--- config.mk ---
export PLATFORM = sky130hd
export DESIGN_NAME = link_pump_flat
export DESIGN_NICKNAME = d
export VERILOG_FILES = /design/src/rtl/link_pump_if.sv /design/src/rtl/link_pump.sv /design/src/flat_wrapper.sv
export SDC_FILE = /design/constraint.sdc
export NUM_CORES = 1
export LEC_CHECK = 0
export CAP_MARGIN = 20
export CORE_MARGIN = 5
export CORE_UTILIZATION = 30
export DETAILED_ROUTE_END_ITERATION = 10
export PLACE_DENSITY_LB_ADDON = 0.15
export RECOVER_POWER = 100
export SYNTH_ARGS = -nofsm -noshare
export SYNTH_HDL_FRONTEND = slang
export SYNTH_SLANG_ARGS = --single-unit
--- constraint.sdc ---
create_clock -name CLK -period 6.72 [get_ports CLK]
set_input_delay 1.344 -clock CLK [delete_from_list [all_inputs] [get_ports CLK]]
set_output_delay 1.344 -clock CLK [all_outputs]
set_load 0.02 [all_outputs]
--- src/rtl/link_pump_if.sv ---
// +-----------------------------------------------------------------------+
// | link_pump_if : EN/RDY method bundle between link_pump and its peers   |
// | Revision     : 1.0                                                    |
// +-----------------------------------------------------------------------+
`default_nettype none

interface link_pump_if #(
    parameter int DATA_WIDTH = 32,
    parameter int CNT_WIDTH  = 16
);
    logic                  enable;
    logic [DATA_WIDTH-1:0] src_data;
    logic                  src_RDY;
    logic                  src_EN;
    logic [DATA_WIDTH-1:0] dst_data;
    logic                  dst_RDY;
    logic                  dst_EN;
    logic [1:0]            occupancy;
    logic [CNT_WIDTH-1:0]  delivered;

    // master is the pump itself; slave is the surrounding environment
    modport master (
        input  enable, src_data, src_RDY, dst_RDY,
        output src_EN, dst_data, dst_EN, occupancy, delivered
    );

    modport slave (
        output enable, src_data, src_RDY, dst_RDY,
        input  src_EN, dst_data, dst_EN, occupancy, delivered
    );
endinterface

`default_nettype wire

--- src/rtl/link_pump.sv ---
// +-----------------------------------------------------------------------+
// | link_pump : initiator that pulls a source get and pushes a dest put   |
// |             through a registered 2-entry buffer                       |
// | Revision  : 1.0                                                       |
// +-----------------------------------------------------------------------+
`default_nettype none

module link_pump #(
    parameter int DATA_WIDTH = 32,
    parameter int CNT_WIDTH  = 16
) (
    input  wire logic   CLK,
    input  wire logic   RST,
    link_pump_if.master lnk
);
    logic [DATA_WIDTH-1:0] buf_mem [2];
    logic                  wr_ptr;
    logic                  rd_ptr;
    logic [1:0]            occ;
    logic [CNT_WIDTH-1:0]  cnt;
    logic                  src_en;
    logic                  dst_en;

    // RST gating keeps both methods silent during the reset cycle
    assign src_en = RST & lnk.enable & lnk.src_RDY & (occ != 2'd2);
    assign dst_en = RST & lnk.dst_RDY & (occ != 2'd0);

    assign lnk.src_EN    = src_en;
    assign lnk.dst_EN    = dst_en;
    assign lnk.dst_data  = buf_mem[rd_ptr];
    assign lnk.occupancy = occ;
    assign lnk.delivered = cnt;

    // storage is deliberately not reset; only pointers and occupancy are
    always_ff @(posedge CLK) begin
        if (src_en) begin
            buf_mem[wr_ptr] <= lnk.src_data;
        end
    end

    always_ff @(posedge CLK) begin
        if (!RST) begin
            wr_ptr <= 1'b0;
            rd_ptr <= 1'b0;
            occ    <= 2'd0;
            cnt    <= '0;
        end else begin
            if (src_en) begin
                wr_ptr <= ~wr_ptr;
            end
            if (dst_en) begin
                rd_ptr <= ~rd_ptr;
                cnt    <= cnt + CNT_WIDTH'(1);
            end
            case ({src_en, dst_en})
                2'b10:   occ <= occ + 2'd1;
                2'b01:   occ <= occ - 2'd1;
                default: occ <= occ;
            endcase
        end
    end
endmodule

`default_nettype wire

--- src/flat_wrapper.sv ---
// flat-port wrapper written by rule: the top's interface ports become plain ports
module link_pump_flat 
#(
    parameter int DATA_WIDTH = 32,
    parameter int CNT_WIDTH  = 16
)
  (CLK, RST, lnk_enable, lnk_src_data, lnk_src_RDY, lnk_dst_RDY, lnk_src_EN, lnk_dst_data, lnk_dst_EN, lnk_occupancy, lnk_delivered);
  link_pump_if #(.DATA_WIDTH(DATA_WIDTH), .CNT_WIDTH(CNT_WIDTH)) lnk_i ();
  input  wire logic CLK;
  input  wire logic RST;
  input wire logic [$bits(lnk_i.enable)-1:0] lnk_enable;
  input wire logic [$bits(lnk_i.src_data)-1:0] lnk_src_data;
  input wire logic [$bits(lnk_i.src_RDY)-1:0] lnk_src_RDY;
  input wire logic [$bits(lnk_i.dst_RDY)-1:0] lnk_dst_RDY;
  output wire logic [$bits(lnk_i.src_EN)-1:0] lnk_src_EN;
  output wire logic [$bits(lnk_i.dst_data)-1:0] lnk_dst_data;
  output wire logic [$bits(lnk_i.dst_EN)-1:0] lnk_dst_EN;
  output wire logic [$bits(lnk_i.occupancy)-1:0] lnk_occupancy;
  output wire logic [$bits(lnk_i.delivered)-1:0] lnk_delivered;
  assign lnk_i.enable = lnk_enable;
  assign lnk_i.src_data = lnk_src_data;
  assign lnk_i.src_RDY = lnk_src_RDY;
  assign lnk_i.dst_RDY = lnk_dst_RDY;
  assign lnk_src_EN = lnk_i.src_EN;
  assign lnk_dst_data = lnk_i.dst_data;
  assign lnk_dst_EN = lnk_i.dst_EN;
  assign lnk_occupancy = lnk_i.occupancy;
  assign lnk_delivered = lnk_i.delivered;
  link_pump #(.DATA_WIDTH(DATA_WIDTH), .CNT_WIDTH(CNT_WIDTH)) u_core (.CLK(CLK), .RST(RST), .lnk(lnk_i));
endmodule
# After elaboration in Yosys (flattened, before gate mapping)

Memories as Yosys holds them, arrays and structs flattened. A register that Yosys moved wholly into a read port is not among the register bits.
Index checks and enable logic that the tools add are counted.

Register bits: 20
RAM bits: 64
Input port bits: 37
Output and inout bits: 52
Word-level logic and storage cells: 25
Memories: 1

Memories:

| memory         | words | width | rd ports | clocked after Yosys merged registers in | wr ports | RTL line        | text |
|---|---|---|---|---|---|---|---|
| u_core.buf_mem | 2     | 32    | 1        | 1                                       | 1        | link_pump.sv:16 | `logic [DATA_WIDTH-1:0] buf_mem [2];` |

$add $sub $neg: 3
Equal/unequal tests: 3
Mux-type cells: 5
Bitwise gates (word level): 7
Reduce and logical (&&, ||, !) cells: 2

Operators by type and width:

| cell                                                               | count |
|---|---|
| 16-bit by 1-bit adder with 16-bit output, second input constant    | 1 |
| 1-bit AND                                                          | 5 |
| 1-bit two-way mux                                                  | 4 |
| 2-bit case mux with 2 select lines                                 | 1 |
| 2-bit nonzero test                                                 | 2 |
| 2-bit by 1-bit adder with 2-bit output, second input constant      | 1 |
| 2-bit by 1-bit == test with 1-bit output, second input constant    | 1 |
| 2-bit == test, second input constant                               | 1 |
| 2-bit != test, second input constant                               | 1 |
| 1-bit NOT                                                          | 2 |
| 2-bit by 1-bit subtractor with 2-bit output, second input constant | 1 |

# Depth between registers and ports, before layout

Gate-level depths: netlist of the first run.

Depth in word-level cells: 5
Depth in mapped cells: 7

# Worst setup path after synthesis of the first run

No wires, ideal clock.

Kind: input port to flip-flop
From: input RST
To: memory u_core.buf_mem[0][0] (enable)
Arrival: 2.918 ns
Slack: 3.381 ns
Stages on the path: 2
Cells stage by stage: o2111ai_2 nor2_1

Word-level cells in the longest chain between the ends: 5

Ends and longest elaborated chain:

| what                                    | RTL line           | text |
|---|---|---|
| start, declared                         | flat_wrapper.sv:10 | `input wire logic RST;` |
| 1-bit AND (3 in series)                 | link_pump.sv:25    | `assign src_en = RST & lnk.enable & lnk.src_RDY & (occ != 2'd2);` |
| 1-bit two-way mux                       | link_pump.sv:36    | `if (src_en) begin` |
| 1-bit two-way mux (implied by the code) | link_pump.sv:37    | `buf_mem[wr_ptr] <= lnk.src_data;` |
| end, declared                           | link_pump.sv:16    |  |

Every way passes these cells.

# Worst setup path in the final report of the first run

From: input RST
To: output lnk_dst_EN

Word-level cells in the longest chain between the ends: 2

Ends and longest elaborated chain:

| what                    | RTL line           | text |
|---|---|---|
| 1-bit AND (2 in series) | link_pump.sv:26    | `assign dst_en = RST & lnk.dst_RDY & (occ != 2'd0);` |
| end, declared           | flat_wrapper.sv:17 | `output wire logic [$bits(lnk_i.dst_EN)-1:0] lnk_dst_EN;` |

Every way passes these cells.

==> impl_metrics.json, run 1 <==
{
  "fin_setup_tns_ps": 0,
  "root_buffer": "clkbuf_8",
  "grt_pass1_vias": 2018,
  "drt_pass1_iterations": 4,
  "io-pin-count": 89,
  "avgSynthCellArea_sq_um": 15.8,
  "finalSetupViolCount": 0,
  "yosysUniqueCellTypes": 30,
  "finalClockSkew_ps": 12.9,
  "synth_seq_area_share": 0.713,
  "leakage_nw": 1.57,
  "dpl_cell_area_sq_um": 4320,
  "fmax_ghz": 0.214,
  "clkLatencyLatePin_ps": 350,
  "post-route-period-util": 0.696,
  "max_cap_viol_count": 3,
  "gp_congestion": 0.718,
  "grt_antenna_before_repair": 1,
  "violations": "max-capacitance violations, max-slew violations",
  "grt_overflow": 0,
  "cts-resized-gates": 0,
  "ys_ff_latch": 85,
  "drt_iter0_drc": 60,
  "path_class": "in -> out",
  "clockBufferDepth": 2,
  "slew_violations": 99,
  "io_buffers": 88,
  "yosys_warnings": 0,
  "worst_pin_slew_ps": 2840,
  "nFillCells": 1074,
  "ant_nets": 0,
  "cp_max_fo": 20,
  "wl_mm": 6.51,
  "powerDensity_nw_per_um2": 235,
  "drc": 0,
  "cts_tree": "done",
  "synth-edff-count": 64,
  "async_flop_share": 0,
  "cts.sinks": 85,
  "grt_first_pass_wirelength_mm": 10.3,
  "die-area_sq_um": 13100,
  "die_w_um": 115,
  "initial_core_util": 0.304,
  "fin_nets": 339,
  "core_area_sq_um": 10800,
  "end_kind": "primary output",
  "synth_cells": 208,
  "cts_inserted_buffers": 9,
  "die_h_um": 115,
  "period_needed_ps": 4680,
  "antenna_cells": 0,
  "wl_per_cell_um": 14.6,
  "max-slew-margin-rel": -0.902,
  "grt_start_max_net_pins": 33,
  "stdcell_area_sq_um": 4470,
  "final_common_cell": "dlygate4sd3_1",
  "crit_required_ps": 5380,
  "htreeDepth": 3,
  "finalHoldViolCount": 0,
  "layout-drive-gt1-share": 0.148,
  "critPathArrivalTime_ps": 3330,
  "vias_per_cell": 4.31,
  "path_clk_slew_ps": 80,
  "status": "finished, violations left",
  "rsz0062_at_grt": "no",
  "cp-start-kind": "input pin",
  "placementRows": 38,
  "syn_area_sq_um": 3290,
  "peakVddDrop_uv": 121,
  "layout_common_cells": "dlygate4sd3_1 (84), edfxtp_1 (64), mux2_2 (27), nor2_1 (21), dfxtp_1 (21)",
  "grt_use_total": 0.103,
  "synthesis.nets": 247,
  "hold_buffers": 0,
  "syn_to_final_growth_pct": 36.0,
  "routed-via-count": 1919,
  "finish.utilization": 0.414,
  "synth_ff_type": "edfxtp_1",
  "hp-class": "reg -> reg",
  "postCtsSetupBuffers": 0,
  "hpwl_mm": 4.23,
  "r2r_slack_ps": 3230
}
[where the power goes]
group	switching (mW)	internal [mW]	total, mW
clock network	0.191	0.177	0.368
logic	0.0445	0.0509	0.0955
registers	0.0112	0.575	0.587
total	0.247	0.803	1.05
[synth_stat cells, drive strengths merged (4+ instances only)]
| cell | count | share of area |
|---|---|---|
| nor3 | 4 | 0.0061 |
| dfxtp | 21 | 0.13 |
| mux2 | 32 | 0.11 |
| edfxtp | 64 | 0.58 |
| nor4 | 4 | 0.012 |
| xnor2 | 11 | 0.029 |
| buf | 4 | 0.0069 |
| xor2 | 5 | 0.013 |
| nor2 | 21 | 0.024 |
| nand2 | 7 | 0.0080 |
| nand4 | 4 | 0.0095 |
| inv | 6 | 0.0069 |
[flip-flops by register name (all words and copies together) (netlist names), named ones only]
name                  count
u_core.rd_ptr             1
u_core.lnk.delivered     16
u_core.lnk.occupancy      2
u_core.wr_ptr             1
u_core.buf_mem           64
[kinds of logic (layout without fill, tap and decap cells)]
group,after synthesis,count (layout),share of synthesized area
AO/OA/AOI/OAI,9,9,0.0267
XOR/XNOR,16,16,0.0426
adder cells (fa/ha/maj),2,2,0.00761
buffers and inverters,13,110,0.0171
flip-flops,85,85,0.713
multiplexers,35,35,0.119
AND/OR/NAND/NOR,48,48,0.0743
[path summary, 6_finish.rpt]
check | endpoint | cells after the start | startpoint
max | lnk_dst_EN | 4 | RST
min | u_core.lnk.delivered[15]$_SDFFE_PN0P_ | 2 | u_core.lnk.delivered[15]$_SDFFE_PN0P_
min reg2reg | u_core.lnk.delivered[15]$_SDFFE_PN0P_ | 2 | u_core.lnk.delivered[15]$_SDFFE_PN0P_
max reg2reg | u_core.buf_mem[1][22]$_DFFE_PP_ | 2 | u_core.lnk.occupancy[0]$_SDFFE_PN0P_
[area by class of cell]
| class | instances | area [sq um] | share of cell area |
|---|---|---|---|
| Clock buffer | 9 | 124 | 0.0277 |
| Clock inverter | 7 | 78.8 | 0.0176 |
| Inverter | 6 | 22.5 | 0.00504 |
| Multi-Input combinational cell | 110 | 846 | 0.189 |
| Sequential cell | 85 | 2340 | 0.524 |
| Tap cell | 140 | 175 | 0.0392 |
| Timing Repair Buffer | 88 | 881 | 0.197 |
[critical path, cell delays in order]
cell	delay, ps
dlygate4sd3_1	610
inv_1	500
nor2_1	180
dlygate4sd3_1	700
[stage by stage]
stage                     hold WS, ps  setup slack (ps)  power [mW]  cells
after floorplan                   472              3380       0.646    208
after global placement            481              2180       0.707    429
after detailed placement          470              2180       0.707    429
after CTS                         485              2170        1.08    445
after global routing              531              1760        1.10    445
final                             476              2040        1.05    445
[routing by layer]
| metal | GRT usage | share of wire | vias to the layer above | routed length [um] |
|---|---|---|---|---|
| li1 | - | - | 944 | - |
| met1 | 0.139 | 0.48 | 900 | 3140 |
| met2 | 0.151 | 0.44 | 62 | 2860 |
| met3 | 0.0333 | 0.062 | 11 | 402 |
| met4 | 0.0475 | 0.015 | 2 | 100 |
| met5 | 0 | 0.0011 | - | 7 |
Note: power is estimated with default switching activity, not from simulation.
==> run 2: changes to the inputs <==
==> constraint.sdc (replaced) <==
create_clock -name CLK -period 4.6 [get_ports CLK]
set_input_delay 0.92 -clock CLK [delete_from_list [all_inputs] [get_ports CLK]]
set_output_delay 0.92 -clock CLK [all_outputs]
set_load 0.02 [all_outputs]
==> impl_metrics.json, run 2 (same netlist as run 1, synthesis figures left out) <==
{
  "status": "finished, violations left",
  "regMostFlops": "u_core.buf_mem",
  "peakVddDrop_uv": 210,
  "cts_inserted_buffers": 9,
  "hold_buffers": 0,
  "cp-start-kind": "input pin",
  "die_w_um": 115,
  "io_buffers": 88,
  "top_usage_layer": "met2",
  "nFillCells": 1014,
  "gp_congestion": 0.682,
  "hp-class": "reg -> reg",
  "powerDensity_nw_per_um2": 360,
  "htreeDepth": 3,
  "grt_start_max_net_pins": 33,
  "fin_nets": 339,
  "wl_mm": 6.52,
  "cts_tree": "done",
  "stdcell_count": 445,
  "crit_chain": "dlygate4sd3_1, inv_1, nor2_1, dlygate4sd3_1",
  "finalSetupViolCount": 0,
  "root_buffer": "clkbuf_8",
  "core_area_sq_um": 10800,
  "io-pin-count": 89,
  "dp_cells": 429,
  "drt_pass1_iterations": 4,
  "layout_common_cells": "dlygate4sd3_1 (83), edfxtp_1 (64), mux2_2 (26), dfxtp_1 (21), nor2_1 (19)",
  "routed-via-count": 1892,
  "worst_pin_slew_ps": 1720,
  "clkLatencyLatePin_ps": 350,
  "drt_iter0_drc": 60,
  "period_needed_ps": 3770,
  "grt_first_pass_wirelength_mm": 10.3,
  "p_int_mw": 1.28,
  "wl_per_cell_um": 14.7,
  "max_cap_viol_count": 3,
  "violations": "max-capacitance violations, max-slew violations",
  "cp_max_fo": 20,
  "largest_reg_flops": 64,
  "clkPwrFrac": 0.386,
  "rsz0062_at_grt": "no",
  "fin_setup_tns_ps": 0,
  "swShare": 0.213,
  "vias_per_cell": 4.25,
  "leakage_nw": 1.59,
  "finalHoldViolCount": 0,
  "fmax_ghz": 0.266,
  "layout-drive-gt1-share": 0.148,
  "critPathArrivalTime_ps": 2850,
  "cp_slowest_cell": "dlygate4sd3_1",
  "cp_common_cell": "dlygate4sd3_1",
  "slew_violations": 99,
  "finalClockSkew_ps": 8.57,
  "grt.met3_usage": 0.0391,
  "use_met2": 0.153,
  "grt_overflow": 0,
  "power_switching_mw": 0.346,
  "crit_required_ps": 3680,
  "seq_power_share": 0.528,
  "antenna_cells": 0,
  "grt_antenna_before_repair": 1,
  "grt_use_total": 0.103,
  "initial_core_util": 0.304,
  "postCtsSetupBuffers": 0,
  "final_common_cell": "dlygate4sd3_1",
  "grt_util_met1": 0.133,
  "hpwl_mm": 4.34,
  "cts.sinks": 85,
  "post-route-period-util": 0.819,
  "max-slew-margin-rel": -0.147,
  "cts-resized-gates": 0,
  "end_kind": "primary output",
  "path_class": "in -> out",
  "placementRows": 38,
  "grt_pass1_vias": 2002,
  "die-area_sq_um": 13100,
  "syn_to_final_growth_pct": 37.3,
  "die_h_um": 115,
  "critPathMaxStageDelay_ps": 690,
  "path_clk_slew_ps": 80,
  "p_comb_frac": 0.086,
  "drc": 0,
  "clockBufferDepth": 2,
  "ant_nets": 0
}
## run 2: cell count changes in the layout (fill, tap and decap cells not counted), moves of 2 or more
cell,delta
inv_6,-4
nor2_1,-2
bufinv_16,+2
nor2_2,+2
## run 2: path summary, 6_finish.rpt
| check | from | to | slack, ps | cells past startpoint |
|---|---|---|---|---|
| setup / recovery | RST | lnk_dst_EN | 830 | 4 |
| hold / removal | u_core.lnk.delivered[15]$_SDFFE_PN0P_ | u_core.lnk.delivered[15]$_SDFFE_PN0P_ | 490 | 2 |
| setup reg to reg | u_core.lnk.occupancy[0]$_SDFFE_PN0P_ | u_core.buf_mem[0][22]$_DFFE_PP_ | 1920 | 2 |
| hold reg to reg | u_core.lnk.delivered[15]$_SDFFE_PN0P_ | u_core.lnk.delivered[15]$_SDFFE_PN0P_ | 490 | 2 |
## run 2: per-stage QoR
stage	cell area (sq um)	hold WS, ps	power, mW	util	worst slack (ps)
floorplan	3290	472	0.944	-	1680
global placement	4320	483	1.03	0.401	918
detailed placement	4320	471	1.03	0.401	960
CTS	4560	492	1.67	0.423	948
global route	4510	518	1.69	0.418	663
finish	4510	486	1.62	0.418	835
## run 2: power groups by stage
stage / combinational, mW / clock [mW] / sequential, mW
final: 0.140 / 0.627 / 0.856
after global routing: 0.151 / 0.680 / 0.859
after CTS: 0.158 / 0.648 / 0.859
after detailed placement: 0.157 / 0 / 0.876
after global placement: 0.156 / 0 / 0.876
after floorplan: 0.0796 / 0 / 0.865
## run 2: critical path: cells and delay by family
family	cells	cell delay, ps
buffers and inverters	3	1770
AND/OR/NAND/NOR	1	150
## run 2: metal layers
metal / vias to the layer above / wire length [um]
li1: 949 / -
met1: 873 / 3070
met2: 56 / 2880
met3: 12 / 440
met4: 2 / 126
met5: - / 7
## run 2: final cells by class
cell class,instances,area [sq um],share of cell area
timing repair buffer,88,881,0.195
clock inverter,6,113,0.0250
tap,140,175,0.0388
inverter,6,22.5,0.00499
clock buffer,10,128,0.0283
multi-input combinational,110,851,0.189
sequential,85,2340,0.519
